`config.mk`:
```
export PLATFORM = sky130hd
export DESIGN_NAME = mdu32
export DESIGN_NICKNAME = d
export VERILOG_FILES = /design/src/rtl/mdu32.sv
export SDC_FILE = /design/constraint.sdc
export NUM_CORES = 1
export LEC_CHECK = 0
export CORE_MARGIN = 2
export CORE_UTILIZATION = 46
export DETAILED_ROUTE_END_ITERATION = 10
export DONT_BUFFER_PORTS = 1
export GPL_TIMING_DRIVEN = 0
export PLACE_DENSITY = 0.61
export SYNTH_ARGS = -nofsm -noshare
export SYNTH_HDL_FRONTEND = slang
export SYNTH_SLANG_ARGS = --single-unit
```
`constraint.sdc`:
```
create_clock -name clk -period 3.48 [get_ports clk]
set_input_delay 0.696 -clock clk [delete_from_list [all_inputs] [get_ports clk]]
set_output_delay 0.696 -clock clk [all_outputs]
set_load 0.005 [all_outputs]
```
`src/rtl/mdu32.sv`:
```
// rtl/mdu32.sv - Iterative 32-bit MIPS multiply/divide unit holding HI/LO.
// Optional: define MDU_EARLY_OUT_EN to let multiplies leave CALC once the multiplier is exhausted.
module mdu32 #(
    parameter int WIDTH = 32
) (
    input  logic             clk,
    input  logic             reset,
    input  logic             start,
    input  logic [1:0]       op,
    input  logic [WIDTH-1:0] A,
    input  logic [WIDTH-1:0] B,
    input  logic             mthi,
    input  logic             mtlo,
    output logic             busy,
    output logic             done,
    output logic             divzero,
    output logic [WIDTH-1:0] hi,
    output logic [WIDTH-1:0] lo
);

    typedef enum logic [1:0] {
        IDLE = 2'd0,
        CALC = 2'd1,
        FIN  = 2'd2
    } state_t;

    state_t               state;
    logic                 op_is_div;
    logic                 sign_a;
    logic                 sign_b;
    logic                 dz_pend;
    logic [4:0]           cnt;
    logic [2*WIDTH-1:0]   prod;
    logic [2*WIDTH-1:0]   mcand;
    logic [WIDTH-1:0]     mplier;
    logic [WIDTH-1:0]     rem;
    logic [WIDTH-1:0]     quot;
    logic [WIDTH-1:0]     dvsr;

    // Signed ops work on magnitudes; 0x80000000 maps onto itself, which is the correct unsigned magnitude.
    logic                 neg_a;
    logic                 neg_b;
    logic [WIDTH-1:0]     abs_a;
    logic [WIDTH-1:0]     abs_b;
    logic                 b_zero;

    assign neg_a  = op[0] & A[WIDTH-1];
    assign neg_b  = op[0] & B[WIDTH-1];
    assign abs_a  = neg_a ? -A : A;
    assign abs_b  = neg_b ? -B : B;
    assign b_zero = (B == '0);

    // Restoring divide step: shift the next dividend bit into the partial remainder.
    logic [WIDTH:0]       rem_ext;
    logic                 rem_ge;
    logic [WIDTH-1:0]     rem_sub;
    logic [WIDTH-1:0]     rem_next;
    logic [WIDTH-1:0]     quot_next;

    assign rem_ext   = {rem, quot[WIDTH-1]};
    assign rem_ge    = (rem_ext >= {1'b0, dvsr});
    assign rem_sub   = rem_ext[WIDTH-1:0] - dvsr;
    assign rem_next  = rem_ge ? rem_sub : rem_ext[WIDTH-1:0];
    assign quot_next = {quot[WIDTH-2:0], rem_ge};

    logic [2*WIDTH-1:0]   prod_next;
    assign prod_next = mplier[0] ? (prod + mcand) : prod;

    logic                 mul_last;
`ifdef MDU_EARLY_OUT_EN
    assign mul_last = (cnt == 5'd31) || (mplier[WIDTH-1:1] == '0);
`else
    assign mul_last = (cnt == 5'd31);
`endif

    logic                 calc_last;
    assign calc_last = op_is_div ? (cnt == 5'd31) : mul_last;

    logic                 neg_prod;
    logic                 neg_quot;
    logic [2*WIDTH-1:0]   prod_fix;
    logic [WIDTH-1:0]     quot_fix;
    logic [WIDTH-1:0]     rem_fix;

    assign neg_prod = sign_a ^ sign_b;
    assign neg_quot = sign_a ^ sign_b;
    assign prod_fix = neg_prod ? -prod : prod;
    assign quot_fix = neg_quot ? -quot : quot;
    assign rem_fix  = sign_a ? -rem : rem;

    always_ff @(posedge clk) begin
        if (reset) begin
            state     <= IDLE;
            op_is_div <= 1'b0;
            sign_a    <= 1'b0;
            sign_b    <= 1'b0;
            dz_pend   <= 1'b0;
            cnt       <= '0;
            prod      <= '0;
            mcand     <= '0;
            mplier    <= '0;
            rem       <= '0;
            quot      <= '0;
            dvsr      <= '0;
            busy      <= 1'b0;
            done      <= 1'b0;
            divzero   <= 1'b0;
            hi        <= '0;
            lo        <= '0;
        end else begin
            done <= 1'b0;
            case (state)
                IDLE: begin
                    if (start) begin
                        op_is_div <= op[1];
                        sign_a    <= neg_a;
                        sign_b    <= neg_b;
                        dz_pend   <= op[1] & b_zero;
                        cnt       <= '0;
                        prod      <= '0;
                        mcand     <= {{WIDTH{1'b0}}, abs_a};
                        mplier    <= abs_b;
                        rem       <= '0;
                        quot      <= abs_a;
                        dvsr      <= abs_b;
                        divzero   <= 1'b0;
                        busy      <= 1'b1;
                        state     <= (op[1] && b_zero) ? FIN : CALC;
                    end else begin
                        if (mthi) hi <= A;
                        if (mtlo) lo <= A;
                    end
                end
                CALC: begin
                    cnt <= cnt + 5'd1;
                    if (op_is_div) begin
                        rem  <= rem_next;
                        quot <= quot_next;
                    end else begin
                        prod   <= prod_next;
                        mcand  <= mcand << 1;
                        mplier <= mplier >> 1;
                    end
                    if (calc_last) state <= FIN;
                end
                FIN: begin
                    if (dz_pend) begin
                        divzero <= 1'b1;
                    end else if (op_is_div) begin
                        lo <= quot_fix;
                        hi <= rem_fix;
                    end else begin
                        {hi, lo} <= prod_fix;
                    end
                    busy  <= 1'b0;
                    done  <= 1'b1;
                    state <= IDLE;
                end
                default: begin
                    state <= IDLE;
                    busy  <= 1'b0;
                end
            endcase
        end
    end

endmodule

```
## Word-level counts from Yosys, hierarchy flattened

Cells that the tools add are included.

- Bits in registers: 334
- Input port bits: 71
- Output and inout port bits: 67
- Logic and storage cells: 103

- $add $sub $neg: 8
- $lt $le $gt $ge: 1
- Equality and inequality tests: 13
- Multiplexer cells: 44
- Bitwise operators: 5
- Reductions and logical operators: 15

Operators by type and width:

| operator | number |
|---|---|
| 32-bit two-way mux | 19 |
| 64-bit two-way mux | 6 |
| 32-bit case mux with 2 select lines | 5 |
| 64-bit case mux with 2 select lines | 2 |
| 32-bit negation | 4 |
| 64-bit adder | 1 |
| 64-bit negation | 1 |
| 33-bit by 32-bit greater-or-equal comparator with 1-bit output | 1 |
| 32-bit logical NOT | 1 |
| 32-bit subtractor | 1 |
| 2-bit inequality test, second input constant | 10 |
| 4-bit AND reduction | 3 |
| 5-bit case mux with 2 select lines | 1 |
| 3-bit AND reduction | 3 |
| 2-bit AND reduction | 4 |
| 2-bit two-way mux | 3 |
| 5-bit by 1-bit adder with 5-bit output, second input constant | 1 |
| 5-bit equality test, second input constant | 1 |
| 5-bit two-way mux | 1 |
| 1-bit two-way mux | 4 |
| 1-bit case mux with 2 select lines | 2 |
| 2-bit case mux with 2 select lines | 1 |
| 2-bit nonzero test | 2 |
| 1-bit AND | 3 |
| other kinds (6) | 6 |

## Longest topological paths before layout

Gate-level depths: netlist (run 1).

- Depth after elaboration: 5
- Gate-level depth with buffers: 17
- Gate-level depth less buffers: 17

## Least setup slack after synthesis (run 1)

OpenSTA, ideal clock, no wires.

- Kind: register -> register
- Start point: register prod[23]
- End point: register prod[63]
- Library setup time: 0.120 ns
- Data arrival time: 3.115 ns
- Required time: 3.360 ns
- Slack: 0.245 ns
- Cell stages (with the launch flop): 16
- Buffers on the path: 1
- Clock period less this slack: 3.235 ns
- Cell sequence: dfxtp_1 > ha_1 > clkbuf_1 > nand2_1 > o21ai_1 > o21ai_0 > o21ai_0 > nor3_1 > nor2_1 > nand3_1 > a2111oi_1 > o2111ai_1 > a21oi_1 > o21ai_0 > and4b_1 > a211o_1

- Longest elaborated chain between the ends: 4

RTL lines:

| element | line | RTL |
|---|---|---|
| start, declared | 33 | `logic [2*WIDTH-1:0] prod;` |
| start signal, assigned | 140 | `prod <= prod_next;` |
| 64-bit adder | 67 | `assign prod_next = mplier[0] ? (prod + mcand) : prod;` |
| 64-bit two-way mux | 67 |  |
| 64-bit two-way mux | 136 | `if (op_is_div) begin` |
| 64-bit case mux with 2 select lines | 112 | `case (state)` |

Every way passes these cells. The select of a mux whose other input is x is not followed.
A chain may end at the register's enable or synchronous reset.

## Worst setup path in the final report (run 1)

- Start point: register rem[6]
- End point: register hi[29]

- Longest elaborated chain between the ends: 5

RTL lines:

| element | line | RTL |
|---|---|---|
| start, declared | 36 | `logic [WIDTH-1:0] rem;` |
| start signal, assigned | 137 | `rem <= rem_next;` |
| 32-bit negation | 89 | `assign rem_fix = sign_a ? -rem : rem;` |
| 32-bit two-way mux | 89 |  |
| 32-bit two-way mux | 149 | `end else if (op_is_div) begin` |
| 32-bit two-way mux | 147 | `if (dz_pend) begin` |
| 32-bit case mux with 2 select lines | 112 |  |
| end signal, assigned | 151 | `hi <= rem_fix;` |
| end signal, assigned | 153 | `{hi, lo} <= prod_fix;` |
| end, declared | 17 | `output logic [WIDTH-1:0] hi,` |

Every way passes these cells. The select of a mux whose other input is x is not followed.

==> out/results.ini, run 1 <==
[run_status]
status = completed

[floorplanning]
dieArea_sq_mm = 0.0500
die_w_microns = 224
core_sq_mm = 0.0476
start_util_pct = 46.5
die-height_microns = 224
num_io_pins = 138
rows = 80

[timing]
min_period_ns = 3.43
max_slew.worst_pin.slew_ns = 1.08
setup_ws_ns = 0.0512
hold_violations = 0
fin_skew_ns = 0.0271
slew_headroom_pct = 28.3
timing.final.crit_share_pct = 98.5
setup_viol_count_final = 0
maxSlewViolCount = 0
fmaxAchievable_ghz = 0.292
grt_setup_unrepaired = yes

[worst_hold_path]
holdPathEnd = op_is_div
hold_path.class = in -> reg
hp-start = op[1]
hold_path_depth = 2

[cts]
tritoncts = built
clock-sinks = 334
clk_pin_slew_ns = 0.06
clk_latency_ns = 0.58
cts_root_buffer = clkbuf_16
cts_max_path_buffers = 3
numCtsBuffers = 41
cts_max_level = 2
holdBufCountCts = 0

[power]
seqPwrFrac_pct = 39.0
p_per_area_mw_per_mm2 = 429
p_total_mw = 10.9
combinationalPowerShare_pct = 18.5
p_sw_share_pct = 31.6
power.internal_mw = 7.46
clkPwrFrac_pct = 42.5
p_leak_nw = 9.88
irDropWorstVdd_v = 0.000336
p_sw_mw = 3.46

[detailed_routing]
drt_iter0_drc = 2282
drt-total-wl_mm = 93.1
final_antenna_net_count = 0
drc_errors = 0
post_drt_wl_per_cell_microns = 25.5
num_vias = 23100
dr.pass1.iters = 6
vias_per_cell = 6.30

[yosys]
syn_avg_cell_area_sq_um = 7.51
ys_dominant_reg_cell = dfxtp_1
ys_ff_latch = 334
synth_edf_count = 0
synth.distinct_cells = 77
yosysWarnings = 0
synth_most_common_cell = nor2_1
syn_nets = 3125
synth_async_sr_flop_share_pct = 0
postSynthCellCount = 2950
synth_top_cell_area_share_pct = 30.2
synth_area_leaders = dfxtp_1 30%, a21oi_1 7.3%, nor2_1 6.4%, ha_1 5.8%, xor2_1 5.3%
synth_area_sq_mm = 0.0222
yosysSeqAreaShare_pct = 30.2
synth_top_area_cell = dfxtp_1
synth_common_cells = 377 x nor2_1, 334 x dfxtp_1, 324 x a21oi_1

[layout]
final_core_util_pct = 53.4
layoutNonFillerInstCount = 3658
n_antenna_cell = 0
stdcell_area_sq_mm = 0.0255
nets = 3186
drive_above_1_share_pct = 9.53
n_fill_cell = 4713
regArea_sq_mm = 0.00677
area.growth.synth_to_final_pct = 14.9
multi_input_area_sq_mm = 0.0152

[worst_setup_path]
worstReg2RegStart = rem[6]
critPathMaxFanout = 8
reg2regPathDepth = 10
r2r_setup_slack_ns = 0.05
crit_path_end_kind = register
startpoint_type = register
worstPathArrival_ns = 3.84
cp.required_ns = 3.90
critical_path_class = reg -> reg
reg2reg_to = hi[29]

[placement]
numPortBuffers = 0
pre_cts_slack_ns = -1.42
place_hpwl_mm = 73.7
gp_congestion = 1.03
dp.cells = 3566
post_dp_cell_area_sq_mm = 0.0230

[grt]
grt.total_usage_pct = 36.3
antenna_found_initial = 2
grt_max_degree = 14
grt_pass1_vias = 21300
overflow = 0
grt_first_pass_wirelength_mm = 136

[job]
maxCapViolCount = 0

[stage by stage]
stage / TNS [ns] / hold slack [ns]
after floorplan: 0 / 0.432
after global placement: -53.83 / 0.447
after detailed placement: -56.41 / 0.455
after CTS: 0 / 0.262
after global routing: -0.206 / 0.292
final: 0 / 0.273
[metal layers]
| layer | vias up | global-route usage, % | wire length, microns |
|---|---|---|---|
| li1 | 10800 | - | - |
| met1 | 11000 | 49.5 | 40100 |
| met3 | 182 | 8.43 | 9290 |
| met2 | 1096 | 54.4 | 39400 |
| met4 | 0 | 16.1 | 4350 |
| met5 | - | 0 | 0 |
[flip-flops by register name (all words and copies together) (netlist names)]
name	cells
op_is_div	1
dvsr	32
state	2
prod	64
mplier	32
lo	32
rem	32
dz_pend	1
quot	32
sign_a	1
divzero	1
mcand	64
busy	1
cnt	5
done	1
hi	32
sign_b	1
[layout make-up]
| type | count | area share, % |
|---|---|---|
| timing repair buffer | 27 | 0.811 |
| tap | 615 | 3.02 |
| inverter | 74 | 1.12 |
| multi-input combinational | 2341 | 59.8 |
| clock buffer | 52 | 4.47 |
| sequential | 334 | 26.6 |
| buffer | 192 | 3.04 |
| clock inverter | 23 | 1.21 |
[power groups by stage]
| stage | combinational [mW] | sequential [mW] | clock (mW) |
|---|---|---|---|
| floorplan | 1.29 | 4.23 | 0 |
| global placement | 1.83 | 4.32 | 0 |
| detailed placement | 1.85 | 4.33 | 0 |
| CTS | 1.91 | 4.25 | 4.67 |
| global route | 2.17 | 4.28 | 4.82 |
| finish | 2.02 | 4.26 | 4.64 |
[cells in the final DEF, fill, tap and decap left out, types with 76 or more instances in the layout]
cell type  count
ha_1          76
a211oi_1      77
nor2_1       367
xnor2_1      125
dfxtp_1      291
o211ai_1      80
a21oi_1      306
clkbuf_1     171
nand2_1      301
xor2_1       133
o21ai_0      147
[worst max path at each step]
stage                    end  startpoint  slack (ns)
global route          hi[28]      rem[0]       -0.05
floorplan           prod[63]    prod[23]        0.25
finish                hi[29]      rem[6]        0.05
CTS                  rem[27]     dvsr[1]       0.002
detailed placement  prod[56]     prod[2]       -1.42
global placement    prod[56]     prod[2]       -1.36
[kinds of logic after synthesis]
family | share of synthesized area, %
AOI/OAI and AO/OA | 28.4
xor gates and xnor gates | 10.2
adders and majority gates | 5.94
buffers and inverters | 4.72
DFF | 30.2
muxes | 1.01
and+or+nand+nor | 19.6
[worst max-delay path, cell delays in order (launching register included)]
cell and delay, ns:
dfxtp_1 0.42, or4_1 0.60, or3_1 0.45, nor2_1 0.13
nand2_1 0.14, or3_1 0.42, o31ai_1 0.27, xor2_1 0.31
nand2_1 0.10, o211ai_1 0.27, a311oi_1 0.17
[repair_timing]
item                                    CTS  global route
pin swaps                                21            46
setup buffers                            13            13
cloned                                    0             0
gates resized for setup                 106           138
endpoints found under the setup margin  146            83
Note: power is estimated with default switching activity, not from simulation.
==> run 2, diff against run 1 <==
- CTS_CLUSTER_SIZE: not set -> 28
==> results of run 2 <==
Final layout, timing and power as in run 1 (identical DEF).
